$ cat config.mk
export PLATFORM = sky130hd
export DESIGN_NAME = gpio_seq_flat
export DESIGN_NICKNAME = d
export VERILOG_FILES = /design/src/rtl/gpio_seq_pkg.sv /design/src/rtl/scarv_ccx_memif.sv /design/src/rtl/gpio_seq_buf.sv /design/src/rtl/gpio_seq.sv /design/src/flat_wrapper.sv
export SDC_FILE = /design/constraint.sdc
export NUM_CORES = 1
export LEC_CHECK = 0
export CORE_MARGIN = 4
export CORE_UTILIZATION = 54
export DETAILED_ROUTE_END_ITERATION = 12
export GPL_TIMING_DRIVEN = 0
export HOLD_SLACK_MARGIN = 0.15
export PLACE_DENSITY = 0.8
export SETUP_SLACK_MARGIN = 0.5
export SLEW_MARGIN = 10
export SYNTH_ARGS = -nofsm -noshare
export SYNTH_HDL_FRONTEND = slang
export SYNTH_SLANG_ARGS = --single-unit
export TNS_END_PERCENT = 1
$ cat constraint.sdc
create_clock -name g_clk -period 4.3 [get_ports g_clk]
set_input_delay 0.86 -clock g_clk [delete_from_list [all_inputs] [get_ports g_clk]]
set_output_delay 0.86 -clock g_clk [all_outputs]
set_load 0.02 [all_outputs]
$ cat src/rtl/gpio_seq_pkg.sv
`default_nettype none
// ============================================================================
// Module      : gpio_seq_pkg
// Description : Shared constants for the GPIO pattern sequencer: FSM state
//               encodings, config register offsets and bit positions.
// Revision    : 1.0 - initial release
// ============================================================================
package gpio_seq_pkg;

  // Sequencer FSM state encoding
  typedef logic [1:0] seq_state_t;
  localparam seq_state_t ST_IDLE  = 2'd0;
  localparam seq_state_t ST_ISSUE = 2'd1;
  localparam seq_state_t ST_WAIT  = 2'd2;

  // Config register offsets (decoded from addr[3:0])
  localparam logic [3:0] REG_CTRL   = 4'h0;
  localparam logic [3:0] REG_PERIOD = 4'h4;
  localparam logic [3:0] REG_DATA   = 4'h8;
  localparam logic [3:0] REG_STATUS = 4'hC;

  // CTRL bit positions
  localparam int unsigned CTRL_START = 0;
  localparam int unsigned CTRL_STOP  = 1;
  localparam int unsigned CTRL_CLEAR = 2;
  localparam int unsigned CTRL_LOOP  = 8;

  // STATUS bit positions
  localparam int unsigned STAT_BUSY     = 0;
  localparam int unsigned STAT_PUSH_ERR = 1;
  localparam int unsigned STAT_BUS_ERR  = 2;
  localparam int unsigned STAT_N_LSB    = 8;
  localparam int unsigned STAT_IDX_LSB  = 16;

endpackage
`default_nettype wire

$ cat src/rtl/scarv_ccx_memif.sv
`default_nettype none
// ============================================================================
// Module      : scarv_ccx_memif
// Description : CCX memory bus interface with requester/responder modports.
// Revision    : 1.0 - initial release
// ============================================================================
interface scarv_ccx_memif;
  logic        req;
  logic        gnt;
  logic        wen;
  logic [3:0]  strb;
  logic [31:0] addr;
  logic [31:0] wdata;
  logic [31:0] rdata;
  logic        error;

  modport REQ (output req, wen, strb, addr, wdata, input gnt, error, rdata);
  modport RSP (input req, wen, strb, addr, wdata, output gnt, error, rdata);
endinterface
`default_nettype wire

$ cat src/rtl/gpio_seq_buf.sv
`default_nettype none
// ============================================================================
// Module      : gpio_seq_buf
// Description : DEPTH x W pattern register file. Appends at write index N,
//               reads combinationally at an external index.
// Revision    : 1.0 - initial release
// ============================================================================
module gpio_seq_buf #(
  parameter int DEPTH = 16,
  parameter int W     = 16,
  parameter int IDX_W = $clog2(DEPTH),
  parameter int CNT_W = IDX_W + 1
) (
  input  logic             clk_i,
  input  logic             rst_i,
  input  logic             push_i,
  input  logic             clear_i,
  input  logic [W-1:0]     wdata_i,
  input  logic [IDX_W-1:0] ridx_i,
  output logic [W-1:0]     rdata_o,
  output logic [CNT_W-1:0] count_o,
  output logic             full_o
);

  logic [W-1:0]     mem_q [DEPTH];
  logic [CNT_W-1:0] count_q;
  logic             do_push;

  assign full_o  = (count_q == CNT_W'(DEPTH));
  assign do_push = push_i && !full_o;
  assign count_o = count_q;
  assign rdata_o = mem_q[ridx_i];

  // Pattern storage; contents are not reset
  always_ff @(posedge clk_i) begin
    if (do_push) begin
      mem_q[count_q[IDX_W-1:0]] <= wdata_i;
    end
  end

  // Fill count: clear empties the buffer, push appends while not full
  always_ff @(posedge clk_i) begin
    if (rst_i) begin
      count_q <= '0;
    end else if (clear_i) begin
      count_q <= '0;
    end else if (do_push) begin
      count_q <= count_q + 1'b1;
    end
  end

endmodule
`default_nettype wire

$ cat src/rtl/gpio_seq.sv
`default_nettype none
// ============================================================================
// Module      : gpio_seq
// Description : GPIO pattern sequencer. Config registers on a CCX responder
//               port; replays buffered pattern words as CCX writes to the GPIO
//               OUTPUTS register, one per step, one-shot or looping.
// Revision    : 1.0 - initial release
// ============================================================================
module gpio_seq
  import gpio_seq_pkg::*;
#(
  parameter int          DEPTH           = 16,
  parameter int          PERIOD_W        = 16,
  parameter logic [31:0] GPIO_OUT_ADDR   = 32'h0000_0004,
  parameter int          PERIPH_GPIO_NUM = 16
) (
  input  logic               g_clk,
  input  logic               g_reset,
  scarv_ccx_memif.RSP        cfg_if,
  scarv_ccx_memif.REQ        gpio_if,
  output logic               busy
);

  localparam int IDX_W = $clog2(DEPTH);
  localparam int CNT_W = IDX_W + 1;

  seq_state_t                 state_q, state_d;
  logic [IDX_W-1:0]           idx_q, idx_d;
  logic [PERIOD_W-1:0]        cnt_q, cnt_d;
  logic [PERIOD_W-1:0]        period_q;
  logic                       loop_q;
  logic                       stop_pend_q, stop_pend_d;
  logic                       push_err_q, bus_err_q;
  logic                       busy_q;
  logic                       req_q;
  logic [31:0]                wdata_q;

  logic [3:0]                 off;
  logic                       cfg_wr, ctrl_wr, period_wr, data_wr, status_wr;
  logic                       start_req, stop_req, clear_req;
  logic                       is_idle, start_go, buf_push, buf_clear, buf_full;
  logic                       last, load_wdata;
  logic [CNT_W-1:0]           count;
  logic [PERIPH_GPIO_NUM-1:0] rd_word;
  logic [31:0]                rdata;
  logic [31:0]                status;

  // Config write decode
  assign off       = cfg_if.addr[3:0];
  assign cfg_wr    = cfg_if.req && cfg_if.wen;
  assign ctrl_wr   = cfg_wr && (off == REG_CTRL);
  assign period_wr = cfg_wr && (off == REG_PERIOD);
  assign data_wr   = cfg_wr && (off == REG_DATA);
  assign status_wr = cfg_wr && (off == REG_STATUS);
  assign start_req = ctrl_wr && cfg_if.wdata[CTRL_START];
  assign stop_req  = ctrl_wr && cfg_if.wdata[CTRL_STOP];
  assign clear_req = ctrl_wr && cfg_if.wdata[CTRL_CLEAR];

  assign is_idle   = (state_q == ST_IDLE);
  // STOP beats START; a CLEAR in the same write also suppresses START
  assign start_go  = start_req && !stop_req && !clear_req && is_idle && (count != '0);
  assign buf_push  = data_wr && is_idle;
  assign buf_clear = clear_req && is_idle;
  assign last      = ({1'b0, idx_q} == (count - 1'b1));

  gpio_seq_buf #(
    .DEPTH (DEPTH),
    .W     (PERIPH_GPIO_NUM),
    .IDX_W (IDX_W),
    .CNT_W (CNT_W)
  ) u_buf (
    .clk_i   (g_clk),
    .rst_i   (g_reset),
    .push_i  (buf_push),
    .clear_i (buf_clear),
    .wdata_i (cfg_if.wdata[PERIPH_GPIO_NUM-1:0]),
    .ridx_i  (idx_d),
    .rdata_o (rd_word),
    .count_o (count),
    .full_o  (buf_full)
  );

  // Step FSM: next state, next index and period counter
  always_comb begin
    state_d     = state_q;
    idx_d       = idx_q;
    cnt_d       = cnt_q;
    stop_pend_d = stop_pend_q;
    case (state_q)
      ST_IDLE: begin
        stop_pend_d = 1'b0;
        if (buf_clear) idx_d = '0;
        if (start_go) begin
          idx_d   = '0;
          state_d = ST_ISSUE;
        end
      end
      ST_ISSUE: begin
        if (stop_req) stop_pend_d = 1'b1;
        if (gpio_if.gnt) begin
          cnt_d = period_q;
          if (stop_pend_q || stop_req || (last && !loop_q)) begin
            idx_d   = '0;
            state_d = ST_IDLE;
          end else begin
            idx_d   = last ? '0 : idx_q + 1'b1;
            state_d = (period_q == '0) ? ST_ISSUE : ST_WAIT;
          end
        end
      end
      ST_WAIT: begin
        if (stop_req) begin
          idx_d   = '0;
          state_d = ST_IDLE;
        end else if (cnt_q <= PERIOD_W'(1)) begin
          cnt_d   = '0;
          state_d = ST_ISSUE;
        end else begin
          cnt_d = cnt_q - 1'b1;
        end
      end
      default: begin
        idx_d   = '0;
        state_d = ST_IDLE;
      end
    endcase
  end

  // New write data is captured on entry to ISSUE and held until granted
  assign load_wdata = (state_d == ST_ISSUE) && !((state_q == ST_ISSUE) && !gpio_if.gnt);

  // FSM and GPIO request registers
  always_ff @(posedge g_clk) begin
    if (g_reset) begin
      state_q     <= ST_IDLE;
      idx_q       <= '0;
      cnt_q       <= '0;
      stop_pend_q <= 1'b0;
      req_q       <= 1'b0;
      busy_q      <= 1'b0;
      wdata_q     <= '0;
    end else begin
      state_q     <= state_d;
      idx_q       <= idx_d;
      cnt_q       <= cnt_d;
      stop_pend_q <= stop_pend_d;
      req_q       <= (state_d == ST_ISSUE);
      busy_q      <= (state_d != ST_IDLE);
      if (load_wdata) wdata_q <= 32'(rd_word);
    end
  end

  // Config registers and sticky error flags (set has priority over clear)
  always_ff @(posedge g_clk) begin
    if (g_reset) begin
      loop_q     <= 1'b0;
      period_q   <= '0;
      push_err_q <= 1'b0;
      bus_err_q  <= 1'b0;
    end else begin
      if (ctrl_wr)   loop_q   <= cfg_if.wdata[CTRL_LOOP];
      if (period_wr) period_q <= cfg_if.wdata[PERIOD_W-1:0];
      if (data_wr && (!is_idle || buf_full))        push_err_q <= 1'b1;
      else if (status_wr && cfg_if.wdata[STAT_PUSH_ERR]) push_err_q <= 1'b0;
      if ((state_q == ST_ISSUE) && gpio_if.gnt && gpio_if.error) bus_err_q <= 1'b1;
      else if (status_wr && cfg_if.wdata[STAT_BUS_ERR])        bus_err_q <= 1'b0;
    end
  end

  // Combinational register read mux
  always_comb begin
    status                             = '0;
    status[STAT_BUSY]                  = busy_q;
    status[STAT_PUSH_ERR]              = push_err_q;
    status[STAT_BUS_ERR]               = bus_err_q;
    status[STAT_N_LSB +: CNT_W]        = count;
    status[STAT_IDX_LSB +: IDX_W]      = idx_q;
    rdata = '0;
    if (cfg_if.req) begin
      case (off)
        REG_CTRL:   rdata[CTRL_LOOP] = loop_q;
        REG_PERIOD: rdata = 32'(period_q);
        REG_STATUS: rdata = status;
        default:    rdata = '0;
      endcase
    end
  end

  assign cfg_if.rdata  = rdata;
  assign cfg_if.gnt    = 1'b1;
  assign cfg_if.error  = 1'b0;

  assign gpio_if.req   = req_q;
  assign gpio_if.wen   = 1'b1;
  assign gpio_if.strb  = 4'hF;
  assign gpio_if.addr  = GPIO_OUT_ADDR;
  assign gpio_if.wdata = wdata_q;

  assign busy = busy_q;

endmodule
`default_nettype wire

$ cat src/flat_wrapper.sv
// flat-port wrapper written by rule: the top's interface ports become plain ports
module gpio_seq_flat import gpio_seq_pkg::*;
#(
  parameter int          DEPTH           = 16,
  parameter int          PERIOD_W        = 16,
  parameter logic [31:0] GPIO_OUT_ADDR   = 32'h0000_0004,
  parameter int          PERIPH_GPIO_NUM = 16
)
  (g_clk, g_reset, busy, cfg_if_req, cfg_if_wen, cfg_if_strb, cfg_if_addr, cfg_if_wdata, cfg_if_gnt, cfg_if_error, cfg_if_rdata, gpio_if_req, gpio_if_wen, gpio_if_strb, gpio_if_addr, gpio_if_wdata, gpio_if_gnt, gpio_if_error, gpio_if_rdata);
  scarv_ccx_memif cfg_if_i ();
  scarv_ccx_memif gpio_if_i ();
  input  logic g_clk;
  input  logic g_reset;
  output logic busy;
  input wire logic [$bits(cfg_if_i.req)-1:0] cfg_if_req;
  input wire logic [$bits(cfg_if_i.wen)-1:0] cfg_if_wen;
  input wire logic [$bits(cfg_if_i.strb)-1:0] cfg_if_strb;
  input wire logic [$bits(cfg_if_i.addr)-1:0] cfg_if_addr;
  input wire logic [$bits(cfg_if_i.wdata)-1:0] cfg_if_wdata;
  output wire logic [$bits(cfg_if_i.gnt)-1:0] cfg_if_gnt;
  output wire logic [$bits(cfg_if_i.error)-1:0] cfg_if_error;
  output wire logic [$bits(cfg_if_i.rdata)-1:0] cfg_if_rdata;
  output wire logic [$bits(gpio_if_i.req)-1:0] gpio_if_req;
  output wire logic [$bits(gpio_if_i.wen)-1:0] gpio_if_wen;
  output wire logic [$bits(gpio_if_i.strb)-1:0] gpio_if_strb;
  output wire logic [$bits(gpio_if_i.addr)-1:0] gpio_if_addr;
  output wire logic [$bits(gpio_if_i.wdata)-1:0] gpio_if_wdata;
  input wire logic [$bits(gpio_if_i.gnt)-1:0] gpio_if_gnt;
  input wire logic [$bits(gpio_if_i.error)-1:0] gpio_if_error;
  input wire logic [$bits(gpio_if_i.rdata)-1:0] gpio_if_rdata;
  assign cfg_if_i.req = cfg_if_req;
  assign cfg_if_i.wen = cfg_if_wen;
  assign cfg_if_i.strb = cfg_if_strb;
  assign cfg_if_i.addr = cfg_if_addr;
  assign cfg_if_i.wdata = cfg_if_wdata;
  assign cfg_if_gnt = cfg_if_i.gnt;
  assign cfg_if_error = cfg_if_i.error;
  assign cfg_if_rdata = cfg_if_i.rdata;
  assign gpio_if_req = gpio_if_i.req;
  assign gpio_if_wen = gpio_if_i.wen;
  assign gpio_if_strb = gpio_if_i.strb;
  assign gpio_if_addr = gpio_if_i.addr;
  assign gpio_if_wdata = gpio_if_i.wdata;
  assign gpio_if_i.gnt = gpio_if_gnt;
  assign gpio_if_i.error = gpio_if_error;
  assign gpio_if_i.rdata = gpio_if_rdata;
  gpio_seq #(.DEPTH(DEPTH), .PERIOD_W(PERIOD_W), .GPIO_OUT_ADDR(GPIO_OUT_ADDR), .PERIPH_GPIO_NUM(PERIPH_GPIO_NUM)) u_core (.g_clk(g_clk), .g_reset(g_reset), .cfg_if(cfg_if_i), .gpio_if(gpio_if_i), .busy(busy));
endmodule
==> flow_summary.yaml, run 1 <==
timing:
  rsz0062_at_grt: "yes"
  min_period_over_period_pct: 86.7
  finalSetupTns_ps: 0
  timing.fmax_mhz: 268
  finalClockSkew_ps: 17.0
  period_needed_ps: 3730
  hold_viol_final: 0
  slew_viol_final: 0
  fin_ws_ps: 573
  setup_viol: 0
  max-slew-margin-rel_pct: 43.6
  worst_pin_slew_ps: 843
die:
  dieHeight_microns: 170
  die_w_microns: 170
  core_area_sq_um: 25500
  initial_utilization_pct: 55.4
  die-area_sq_um: 28800
  fp-row-count: 58
  ios: 211
setup_path:
  crit_path_top_delay_cell: "clkdlybuf4s50_1"
  cp_num_buf_inv: 4
  cp.arrival_ps: 2870
  critPathLaunchType: "input pin"
  cp_cell_sequence: "clkdlybuf4s50_1, clkbuf_4, clkbuf_2, mux2i_1, nor2_1, clkdlybuf4s50_1"
  worst_ep_required_time_ps: 3440
  critical-path-top-delay-family: "buffers and inverters"
  end_kind: "output pin"
  crit_top_cell: "clkdlybuf4s50_1"
  max_stage_delay_ps: 620
  critPathKind: "input pin to output pin"
  crit_fanout: 10
yosys:
  syn-instance-count: 1157
  synth-seq-cells: 321
  synth_edf_count: 256
  yosysUniqueCellTypes: 73
  synth_area_per_cell_sq_um: 12.2
  yosys_warnings: 0
  synth_area_sq_um: 14100
  synthFlopType: "edfxtp_1"
  yosysSeqAreaShare_pct: 63.7
  synthArstFlopShare_pct: 0
power_and_ir_drop:
  intPower_uw: 4910
  p_sw_share_pct: 20.9
  seqPwrFrac_pct: 54.0
  power_density_nw_per_um2: 371
  switching_power_uw: 1300
  p_clk_share_pct: 42.6
  leakagePower_uw: 0.00627
  p_comb_share_pct: 3.4
  ir_drop_mv: 0.419
cells_and_area:
  fin_cells: 1690
  nets: 1451
  drive_gt1_share_pct: 15.6
  diodes: 0
  area_growth_pct: 18.6
route:
  first_iter_violations: 1225
  ant_nets: 0
  routed_wl_microns: 38600
  vias: 10100
  firstDrtPassIters: 8
  vias_per_cell: 5.95
  drc: 0
  wire_per_inst_microns: 22.8
status:
  outcome: "finished, final reports clean"
place:
  port_buffers: 62
  dp_cells: 1634
  dp_hpwl_microns: 26300
  place.gp.congestion: 0.924
  pre_cts_ws_ps: -314
global_route:
  antenna_found_initial: 0
  grt_overflow: 0
  grt_pass1_vias: 9995
  grt_max_degree: 23
  track_usage_pct: 26.2
  grt_pass1_wl_microns: 57900
clocking:
  postCtsSetupBuffers: 0
  worstSkewPairLatency_ps: 570
  root_buffer: "clkbuf_16"
  clock_sinks: 321
  cts-hold-fix-buffers: 0
  clkSlewWorstSetupHoldPaths_ps: 60
  cts_max_level: 1
  tritoncts: "built"
  numCtsBuffers: 31
  clk_path_buf_depth: 3
  post_cts_resized: 4
run:
  max_cap_viol_count: 0
min_path:
  hold_class: "flop to flop"
==> state kept, by name, summed over array words and instances, names as in the netlist, 2 cells and up <==
signal / count
u_core.u_buf.count_o: 5
u_core.cnt_q: 16
u_core.period_q: 16
u_core.u_buf.mem_q: 256
u_core.state_q: 2
u_core.gpio_if.wdata: 16
u_core.idx_q: 4
==> power by group through the flow <==
stage	registers [uW]	logic [uW]	clock network (uW)
5_1_grt	3350	227	2790
6_report	3350	213	2650
2_1_floorplan	3420	126	0
4_1_cts	3350	205	2660
3_3_place_gp	3420	200	0
3_5_place_dp	3420	204	0
==> worst register-to-register path: stages, from the launching register on <==
cell and delay [ps]:
dfxtp_1 360, clkbuf_1 310, inv_1 140, ha_1 280
o21ba_1 200, a221oi_1 280, o2111ai_1 190, buf_2 270
o2111a_1 350, o21a_1 220, nor2_2 400, clkbuf_4 410
nand2_1 100, o31ai_1 70
==> cells in the final DEF (no fill, tap or decap), types with 15 or more instances in the layout <==
cell / netlist / final
edfxtp_1: 256 / 256
nand2_1: 198 / 197
mux2i_1: 87 / 87
buf_4: 76 / 79
conb_1: 2 / 67
nor2_1: 80 / 66
dfxtp_1: 65 / 65
clkdlybuf4s50_1: 0 / 60
nand3_1: 47 / 47
a21oi_1: 43 / 43
clkbuf_16: 0 / 31
clkbuf_1: 24 / 28
nand4_1: 22 / 22
buf_2: 21 / 20
o21ai_0: 17 / 17
nor2_2: 3 / 15
nor3_1: 19 / 15
==> final timing paths <==
path | start | slack (ps) | depth (start not counted) | endpoint
max | cfg_if_addr[3] | 570 | 6 | cfg_if_rdata[10]
min | u_core.gpio_if.wdata[6] | 470 | 2 | u_core.gpio_if.wdata[6]
max reg2reg | u_core.u_buf.count_o[0] | 640 | 13 | u_core.gpio_if.wdata[0]
min reg2reg | u_core.gpio_if.wdata[6] | 470 | 2 | u_core.gpio_if.wdata[6]
==> metrics by stage <==
stage	hold WS, ps	area, sq um	power [uW]	util, %
6_report	466	16700	6210	65.7
3_3_place_gp	443	15400	3620	60.4
4_1_cts	476	16700	6220	65.4
5_1_grt	497	16700	6360	65.7
3_5_place_dp	465	15700	3620	61.6
2_1_floorplan	453	14300	3540	-
==> logic make-up after synthesis <==
logic type	share of synthesized area (%)
AOI/OAI and AO/OA	8.47
xor gates and xnor gates	0.869
buffers and inverters	6.28
DFF	63.7
adders and majority gates	0.710
and+or+nand+nor	13.7
other	0.0532
muxes	6.17
==> Yosys cell counts (all sizes together) (5+ instances only) <==
library cell | n | area, sq um
nand2 | 198 | 743
o21ai | 23 | 115
and3 | 8 | 50.1
and2 | 12 | 75.1
inv | 14 | 52.6
buf | 103 | 743
clkbuf | 24 | 90.1
ha | 8 | 100
nor4 | 10 | 77.6
a211oi | 7 | 52.6
nor3 | 21 | 121
edfxtp | 256 | 7690
a32o | 7 | 71.3
nor2 | 83 | 319
a31oi | 8 | 50.1
a32oi | 13 | 121
nand4 | 22 | 138
a21oi | 44 | 224
mux2i | 87 | 871
nand3 | 48 | 245
xor2 | 7 | 61.3
nand2b | 5 | 33.8
o211ai | 5 | 42.5
o31ai | 7 | 52.6
xnor2 | 7 | 61.3
dfxtp | 65 | 1300
a22oi | 14 | 119
==> final cells by class <==
class / count / area (sq um)
clock inverters: 13 / 134
flip-flops and latches: 321 / 8990
clock buffers: 43 / 841
well taps: 330 / 413
multi-input cells: 760 / 4580
inverters: 14 / 52.6
plain buffers: 127 / 846
fillers: 1853 / 8740
repair buffers: 82 / 877
==> routing by layer <==
metal | GRT usage, % | part of all wire, %
met5 | 0 | 0
met4 | 10.6 | 4.1
met3 | 5.01 | 10
met2 | 43.9 | 48
met1 | 33.7 | 37
Power figures use the tool's default switching activity.
==> run 2: changes to the inputs <==
SKIP_LAST_GASP = 1   (was default)
==> results of run 2 <==
No change in the layout: final DEF, timing and power equal those of run 1.
==> run 3: changes to the inputs <==
SLEW_MARGIN = 20   (was 10)
==> run 3 against run 2 <==
First-iteration DRC count grew 12%. Sequential share of layout area is essentially flat. Wire length is 1.6% lower. Critical path type unchanged. Largest cell class unchanged. Largest power group unchanged.
==> flow_summary.yaml, run 3 (synthesis gave the netlist of run 1 again) <==
status:
  outcome: "finished, final reports clean"
clocking:
  root_buffer: "clkbuf_16"
  tritoncts: "built"
  postCtsSetupBuffers: 0
  worstSkewPairLatency_ps: 550
  clk_path_buf_depth: 3
  cts_max_level: 1
  numCtsBuffers: 31
  clock_sinks: 321
  clkSlewWorstSetupHoldPaths_ps: 60
place:
  dp_cells: 1627
  place.gp.congestion: 0.924
  placed_area_sq_um: 15600
  dp_hpwl_microns: 25600
  pre_cts_ws_ps: -260
  port_buffers: 62
timing:
  setup_viol: 0
  timing.fmax_mhz: 268
  finalClockSkew_ps: 20.6
  min_period_over_period_pct: 86.8
  fin_ws_ps: 568
  period_needed_ps: 3730
  worst_pin_slew_ps: 821
  hold_viol_final: 0
  slew_viol_final: 0
  rsz0062_at_grt: "yes"
  max-slew-margin-rel_pct: 45.1
setup_path:
  worst_ep_required_time_ps: 3440
  crit_fanout: 10
  cp_cell_sequence: "clkdlybuf4s50_1, clkbuf_4, clkbuf_2, mux2i_1, nor2_1, clkdlybuf4s50_1"
  max_stage_delay_ps: 620
  crit_top_cell: "clkdlybuf4s50_1"
  end_kind: "output pin"
  cp.arrival_ps: 2870
  critPathKind: "input pin to output pin"
  cp_num_buf_inv: 4
  crit_path_top_delay_cell: "clkdlybuf4s50_1"
  critical-path-top-delay-family: "buffers and inverters"
  critPathLaunchType: "input pin"
cells_and_area:
  final_cell_mix: "edfxtp_1 (256), nand2_1 (197), mux2i_1 (87), buf_4 (79), conb_1 (67)"
  area_growth_pct: 18.5
  multi_input_area_sq_um: 4620
  utilization_pct: 65.6
  final_common_cell: "edfxtp_1"
  largest_reg_flops: 256
  nets: 1444
  fillCellCount: 1844
  diodes: 0
  drive_gt1_share_pct: 15.9
  fin_cells: 1684
  fin_area_sq_um: 16700
  seq_area_sq_um: 8990
route:
  drc: 0
  vias: 10100
  first_iter_violations: 1378
  routed_wl_microns: 37900
  ant_nets: 0
  vias_per_cell: 6.00
  firstDrtPassIters: 5
  wire_per_inst_microns: 22.5
global_route:
  antenna_found_initial: 0
  grt_overflow: 0
  track_usage_pct: 25.8
  grt_max_degree: 23
  grt_pass1_wl_microns: 57200
  grt_pass1_vias: 9899
run:
  max_cap_viol_count: 0
die:
  die-area_sq_um: 28800
  ios: 211
  fp-row-count: 58
  initial_utilization_pct: 55.4
  dieHeight_microns: 170
  die_w_microns: 170
  core_area_sq_um: 25500
power_and_ir_drop:
  leakagePower_uw: 0.00626
  power_uw: 6310
  ir_drop_mv: 0.343
  power_density_nw_per_um2: 378
min_path:
  hold_class: "flop to flop"
run 3: cell count changes in the layout (fill, tap and decap cells not counted), sizes merged:
cell | before | now
buf | 122 | 115
clkinvlp | 1 | 0
inv | 16 | 18
run 3: path summary, 6_finish.rpt:
check | startpoint | cells after the start | slack (ps) | to
max reg2reg | u_core.u_buf.count_o[0] | 13 | 600 | u_core.gpio_if.wdata[3]
min reg2reg | u_core.gpio_if.wdata[14] | 2 | 470 | u_core.gpio_if.wdata[14]
max | cfg_if_addr[3] | 6 | 570 | cfg_if_rdata[10]
min | u_core.gpio_if.wdata[14] | 2 | 470 | u_core.gpio_if.wdata[14]
run 3: area by class of cell:
type	instances	area share [%]
Buffer	127	5.05
Clock buffer	43	5.34
Clock inverter	14	0.853
Inverter	14	0.314
Multi-Input combinational cell	760	27.6
Sequential cell	321	53.8
Tap cell	330	2.47
Timing Repair Buffer	75	4.57
run 3: stage by stage:
stage	hold WS, ps	TNS [ps]
after global placement	443	-96820
after CTS	474	0
final	467	0
after global routing	495	0
after detailed placement	464	-2770
after floorplan	453	0
run 3: worst min-delay path, delay by kind of cell, from the launching register on:
| family | cells | cell delay, ps |
|---|---|---|
| AO/OA/AOI/OAI | 1 | 50 |
| AND/OR/NAND/NOR | 1 | 50 |
| flip-flops | 1 | 310 |
run 3: power by group:
part | leakage [uW] | internal [uW] | switching [uW]
clock network | 0.000515 | 1580 | 1170
registers | 0.00282 | 3350 | 2.22
logic | 0.00292 | 72.6 | 140
total | 0.00626 | 5000 | 1310
run 3: what timing repair did:
item | in CTS | in global routing
hold buffers | 0 | 0
gates resized for setup | 6 | 20
setup endpoints to repair | 36 | 33
run 3: layer usage:
metal	share of wire (%)	track usage, %	up-vias
li1	-	-	4486
met1	38	34.3	4896
met2	49	43.1	618
met3	9.8	4.64	103
met4	3.3	8.61	0
met5	0	0	-
